`config.mk`:
```
export PLATFORM = sky130hd
export DESIGN_NAME = rv_fetch_queue
export DESIGN_NICKNAME = d
export VERILOG_FILES = /design/src/rtl/rv_fetch_queue.sv
export SDC_FILE = /design/constraint.sdc
export NUM_CORES = 1
export LEC_CHECK = 0
export ABC_AREA = 0
export BUFFER_PORTS_ARGS = -buffer_cell sky130_fd_sc_hd__buf_2
export CORE_UTILIZATION = 50
export DETAILED_ROUTE_END_ITERATION = 8
export PLACE_DENSITY = 0.69
export SYNTH_ARGS = -nofsm -noshare
export SYNTH_HDL_FRONTEND = slang
export SYNTH_SLANG_ARGS = --single-unit
```
`constraint.sdc`:
```
create_clock -name i_clk -period 15.3 [get_ports i_clk]
set_input_delay 3.06 -clock i_clk [delete_from_list [all_inputs] [get_ports i_clk]]
set_output_delay 3.06 -clock i_clk [all_outputs]
set_load 0.005 [all_outputs]
```
`src/rtl/rv_fetch_queue.sv`:
```
// Instruction fetch stage: issues word reads on the instruction bus and buffers
// {pc, instr} pairs in a small FIFO that feeds decode.
module rv_fetch_queue #(
  parameter logic [31:0] RESET_ADDR = 32'h0000_0000,
  parameter int          DEPTH      = 4
) (
  input  logic        i_clk,
  input  logic        i_reset_n,
  input  logic        i_pc_change,
  input  logic [31:0] i_pc_target,
  input  logic        i_stall,
  output logic        o_bus_req,
  output logic [31:0] o_bus_addr,
  input  logic        i_bus_ack,
  input  logic [31:0] i_bus_data,
  output logic        o_valid,
  output logic [31:0] o_instr,
  output logic [31:0] o_pc
);

  localparam int PTR_W = $clog2(DEPTH);
  localparam int CNT_W = $clog2(DEPTH + 1);
  localparam logic [CNT_W-1:0] FULL = CNT_W'(DEPTH);
  localparam logic [31:0] RESET_PC = {RESET_ADDR[31:2], 2'b00};

  typedef enum logic [1:0] {IDLE, FETCH, DISCARD} state_t;

  state_t           state;
  logic             bus_req;
  logic [31:0]      bus_addr;
  logic [31:0]      fetch_pc;
  logic [31:0]      pc_mem    [DEPTH];
  logic [31:0]      instr_mem [DEPTH];
  logic [PTR_W-1:0] rd_ptr;
  logic [PTR_W-1:0] wr_ptr;
  logic [CNT_W-1:0] count;
  logic [CNT_W-1:0] count_next;
  logic             push;
  logic             pop;
  logic [31:0]      target;
  logic [31:0]      addr_inc;

  // A redirect always wins: it blocks both push and pop and empties the queue.
  always_comb begin
    target     = {i_pc_target[31:2], 2'b00};
    addr_inc   = bus_addr + 32'd4;
    push       = (state == FETCH) && i_bus_ack && !i_pc_change;
    pop        = (count != '0) && !i_stall && !i_pc_change;
    count_next = count;
    if (i_pc_change)
      count_next = '0;
    else if (push && !pop)
      count_next = count + CNT_W'(1);
    else if (pop && !push)
      count_next = count - CNT_W'(1);
  end

  always_ff @(posedge i_clk) begin
    if (!i_reset_n) begin
      rd_ptr <= '0;
      wr_ptr <= '0;
      count  <= '0;
      for (int i = 0; i < DEPTH; i++) begin
        pc_mem[i]    <= '0;
        instr_mem[i] <= '0;
      end
    end else begin
      count <= count_next;
      if (i_pc_change) begin
        rd_ptr <= '0;
        wr_ptr <= '0;
      end else begin
        if (push) begin
          pc_mem[wr_ptr]    <= bus_addr;
          instr_mem[wr_ptr] <= i_bus_data;
          wr_ptr            <= wr_ptr + PTR_W'(1);
        end
        if (pop)
          rd_ptr <= rd_ptr + PTR_W'(1);
      end
    end
  end

  // Entering FETCH only with count < DEPTH reserves a slot for the response;
  // DISCARD keeps the old request alive until the slave acks it.
  always_ff @(posedge i_clk) begin
    if (!i_reset_n) begin
      state    <= IDLE;
      bus_req  <= 1'b0;
      bus_addr <= RESET_PC;
      fetch_pc <= RESET_PC;
    end else begin
      case (state)
        IDLE: begin
          if (i_pc_change) begin
            state    <= FETCH;
            bus_req  <= 1'b1;
            bus_addr <= target;
            fetch_pc <= target;
          end else if (count < FULL) begin
            state    <= FETCH;
            bus_req  <= 1'b1;
            bus_addr <= fetch_pc;
          end
        end
        FETCH: begin
          if (i_bus_ack && i_pc_change) begin
            bus_addr <= target;
            fetch_pc <= target;
          end else if (i_bus_ack) begin
            fetch_pc <= addr_inc;
            bus_addr <= addr_inc;
            if (count_next >= FULL) begin
              state   <= IDLE;
              bus_req <= 1'b0;
            end
          end else if (i_pc_change) begin
            state    <= DISCARD;
            fetch_pc <= target;
          end
        end
        DISCARD: begin
          if (i_bus_ack) begin
            state    <= FETCH;
            bus_addr <= i_pc_change ? target : fetch_pc;
            if (i_pc_change)
              fetch_pc <= target;
          end else if (i_pc_change) begin
            fetch_pc <= target;
          end
        end
        default: begin
          state   <= IDLE;
          bus_req <= 1'b0;
        end
      endcase
    end
  end

  assign o_bus_req  = bus_req;
  assign o_bus_addr = bus_addr;
  assign o_valid    = (count != '0);
  assign o_pc       = pc_mem[rd_ptr];
  assign o_instr    = instr_mem[rd_ptr];

endmodule

```
==> results.md <==
Status:
- The flow ran to the end, and the final reports show no timing, DRC or antenna violations.

Worst setup path:
- The capturing point of the worst reg2reg path is instr_mem[1][10].
- The number of cells on the worst reg-to-reg path is 6.
- STA classifies the critical path endpoint as a flop.
- The worst setup path is launched from an input port.
- The beginning of the worst register-to-register path is state[0].
- STA puts the critical path data arrival time at 6.11 ns.
- The worst reg-to-reg setup slack is 11.64 ns.
- The critical path class is input port to flop.
- The largest driver fanout on the critical path is 67.
- For the worst setup path, the data required time is 15.44 ns.

Global route:
- The number of antenna violations at the first check in global routing was 2.
- Entering global routing, the biggest net connects 79 pins.
- The via count of the first global-routing pass is 11565.
- The first global-routing pass estimated 66200 microns of wire.
- Across every metal layer, demand over resource in global routing totals 26.1%.
- Summed over all layers, the global routing overflow is 0.

Pwr:
- The maximum ir drop on the vdd rail is 63.9 uV.
- The areal power density over the cells is 112 mW/mm^2.
- The internal portion of the total power is 1.55 mW.
- The leakage power is 7.01 nW.
- Summed over all nets, the switching power comes to 0.505 mW.
- The register share of total power is 51.4%.
- The net switching fraction of the power is 24.6%.
- Per report_power, the clock group accounts for 39.0% of the total.
- The combinational share of power is 9.5%.

Routing:
- After detailed routing, the met3 layer carries 3990 microns of wire.
- The post-route antenna net violation count is 0.
- The highest layer used for signal routing is met4.
- The detailed-route vias per instance is 6.24.
- The final route contains 11473 vias.
- The routed wirelength normalized by instance count is 23.3 microns.
- Before antenna repair, the detailed router went through 6 iterations.
- The routed design has 42800 microns of wire.
- The routed length on met2 is 20400 microns.
- In the routed design, unresolved DRC markers number 0.
- In the final routing, the length of wire on met1 measures 17400 microns.
- In this run, the number of DRC markers left after iteration 0 of detailed routing was 1166.

Synthesis:
- Yosys mapped the design onto 68 distinct sky130hd cell types.
- The synthesized design contains 332 register bits.
- Of the synthesized area, sequential elements account for 56.8%.
- Summing the areas of all fa, ha and maj instances in the mapped netlist gives 0.309% of the synthesized area.
- The compound-cell area share of the yosys netlist is 9.94%.
- Yosys printed 0 warnings.
- The synthesized design contains 256 enable-type register cells.
- After synthesis the cells add up to 0.0162 sq mm.
- In the synthesized netlist the dominant register cell turns out to be sky130_fd_sc_hd__edfxtp_1.
- In the synthesized netlist the async set-or-reset flop fraction comes to 0%.
- Summing the areas of all xor and xnor instances in the mapped netlist gives 1.19% of the synthesized area.
- The average cell area after synthesis is 12.4 sq um.
- In the synthesized netlist, mux cells make up 10.8% of the area.
- The net count after synthesis is 1380.
- The main combinational cell family by area after synthesis is simple AND/OR/NAND/NOR gates.
- After technology mapping, the gate count stands at 1307.
- Summing the areas of all and, or, nand and nor instances in the mapped netlist gives 17.8% of the synthesized area.

STA:
- The minimum clock period after layout is 5.98 ns.
- The actual slew at the worst max-slew pin is 1.21 ns.
- The final critical path takes up 39.1% of the cycle.
- The worst relative slew slack is 19.3%.
- The final max-slew violation count is 0.
- The maximum frequency from static timing analysis is 167 MHz.
- The final-report hold violation count came to 0.
- The post-route setup TNS is 0 ns.
- Setup repair after global routing left no endpoint under its margin.
- The final hold slack is 0.512 ns.
- The post-route clock skew is 0.0124 ns.
- The number of failing setup endpoints in the final timing report is 0.

Cells and area:
- The storage element area is 0.00921 sq mm.
- The combined area of the multi-input logic cells is 0.00655 sq mm.
- In the final design database the tool counted 1484 nets.
- Of the cells placed in the final design, the portion with a size suffix greater than 1 is 22.5%.
- The top cell types in the final layout, fill and taps aside, are 256 x sky130_fd_sc_hd__edfxtp_1, 188 x sky130_fd_sc_hd__and2_1, 163 x sky130_fd_sc_hd__buf_2.
- The commonest non-fill, non-tap cell in the layout is sky130_fd_sc_hd__edfxtp_1.
- The layout overhead on the synthesized area is 13.2%.
- The filler cells instantiated in the layout total 2620.

Floorplan:
- The die span in y is 182 microns.
- The count of boundary I/O pins is 167.
- The standard cell core area is 0.0317 sq mm.
- Once the floorplan was initialized, standard cells occupied 51.1% of the core.
- The die is 182 microns wide.
- The number of rows in the core area is 65.
- The area enclosed by the die boundary is 0.0331 sq mm.

CTS:
- The clock-pin transition on the worst setup and hold timing paths is 0.06 ns.
- The sink count of the clock tree is 332.
- Clock latency on the worst-skew pair, taken at its later pin, is 0.52 ns.
- TritonCTS created 36 clock buffers.
- After clock tree synthesis, the flow added hold-fix buffers numbering 0.
- Once the clock tree was built, the resizer swapped 0 gates to a different size.
- The clock tree synthesis step divided the H-tree into 2 levels.
- TritonCTS built the clock tree.
- The tree is rooted in a sky130_fd_sc_hd__clkbuf_16.
- Once the clock tree was built, the setup fixing pass inserted 0 buffers.
- The clock passes through at most 3 buffers.

Placed design:
- The placed wire-length estimate after detailed placement is 25100 microns.
- The routability-driven placement congestion ratio is 0.911.
- The count of buffers added on input and output ports is 164.

Worst hold path:
- The hold path depth is 2.
- The beginning of the worst hold path is fetch_pc[28].
- The end point of the most critical hold path is fetch_pc[28].
- The class of the tightest hold or removal check is flop to flop.

Flow run:
- The total of max-cap violations is 0.
[cell families (layout without fill, tap and decap cells)]
kind of cell / count (synthesis) / count (layout)
muxes: 93 / 93
and+or+nand+nor: 495 / 495
buffers and inverters: 129 / 256
DFF: 332 / 332
other: 0 / 2
xor gates and xnor gates: 22 / 22
AOI/OAI and AO/OA: 232 / 232
adders and majority gates: 4 / 4
[per-stage QoR]
step	power, mW	cells	worst slack [ns]	instance area (sq um)	utilization, %
after floorplan	1.18	1307	6.07	16200	-
after global placement	1.26	1775	8.87	17300	54.5
after detailed placement	1.27	1775	8.83	17300	54.5
after CTS	2.06	1836	9.31	18300	57.8
after global routing	2.12	1838	9.16	18300	57.8
final	2.05	1838	9.32	18300	57.8
[power by group through the flow]
stage                     Clock (mW)  Combinational (mW)  Sequential [mW]
after floorplan                    0               0.131             1.05
after global placement             0               0.191             1.07
after detailed placement           0               0.193             1.07
after CTS                      0.813               0.194             1.05
after global routing           0.850               0.211             1.06
final                          0.801               0.196             1.06
[area by class of cell]
type	count	area share [%]
multi-input cells	846	35.7
clock buffers	46	5.17
clock inverters	15	0.593
flip-flops and latches	332	50.2
repair buffers	183	5.27
well taps	402	2.74
inverters	12	0.246
diodes	2	0.0273
[cells in the mapped netlist, types with 13 or more instances]
| cell | instances | share of area, % |
|---|---|---|
| sky130_fd_sc_hd__nand2_1 | 59 | 1.4 |
| sky130_fd_sc_hd__nand3_1 | 20 | 0.62 |
| sky130_fd_sc_hd__edfxtp_1 | 256 | 47 |
| sky130_fd_sc_hd__and2_1 | 188 | 7.3 |
| sky130_fd_sc_hd__nand2b_1 | 14 | 0.54 |
| sky130_fd_sc_hd__a22o_1 | 13 | 0.70 |
| sky130_fd_sc_hd__dfxtp_1 | 76 | 9.4 |
| sky130_fd_sc_hd__nor2_1 | 57 | 1.3 |
| sky130_fd_sc_hd__nor4_1 | 13 | 0.50 |
| sky130_fd_sc_hd__nor3_1 | 15 | 0.46 |
| sky130_fd_sc_hd__clkbuf_1 | 88 | 2.0 |
| sky130_fd_sc_hd__a21oi_1 | 42 | 1.3 |
| sky130_fd_sc_hd__mux4_2 | 64 | 8.9 |
| sky130_fd_sc_hd__mux2i_1 | 20 | 1.2 |
| sky130_fd_sc_hd__a22oi_1 | 15 | 0.69 |
| sky130_fd_sc_hd__buf_2 | 16 | 0.49 |
| sky130_fd_sc_hd__a221oi_1 | 14 | 0.76 |
| sky130_fd_sc_hd__and3_1 | 65 | 2.5 |
| sky130_fd_sc_hd__o22ai_1 | 14 | 0.54 |
| sky130_fd_sc_hd__o21ai_0 | 44 | 1.4 |
[registers in the layout, summed over array words and instances, names as in the netlist, named ones only]
signal,cells
o_bus_req,1
instr_mem,128
pc_mem,128
o_bus_addr,32
count,3
state,2
rd_ptr,2
wr_ptr,2
fetch_pc,32
[routing by layer]
metal  GRT usage [%]  vias to the layer above
li1                -                     5172
met1            35.4                     5661
met2            42.5                      563
met3            4.69                       77
met4            8.57                        0
met5               0                        -
[worst max path at each step]
stage / start / slack (ns) / to
after floorplan: i_bus_ack / 6.07 / instr_mem[0][0]
final: i_pc_change / 9.32 / instr_mem[1][10]
after CTS: flop / 9.31 / o_pc[0]
after detailed placement: i_pc_change / 8.83 / instr_mem[1][7]
after global placement: i_pc_change / 8.87 / pc_mem[1][2]
after global routing: i_pc_change / 9.16 / pc_mem[1][3]
[critical path, stage by stage]
cell	delay (ns)
sky130_fd_sc_hd__buf_2	0.28
sky130_fd_sc_hd__buf_4	0.39
sky130_fd_sc_hd__and4bb_2	0.40
sky130_fd_sc_hd__buf_4	0.62
sky130_fd_sc_hd__nand2_1	0.26
sky130_fd_sc_hd__o21ai_4	0.17
sky130_fd_sc_hd__buf_4	0.79
Note: power is estimated with default switching activity, not from simulation.
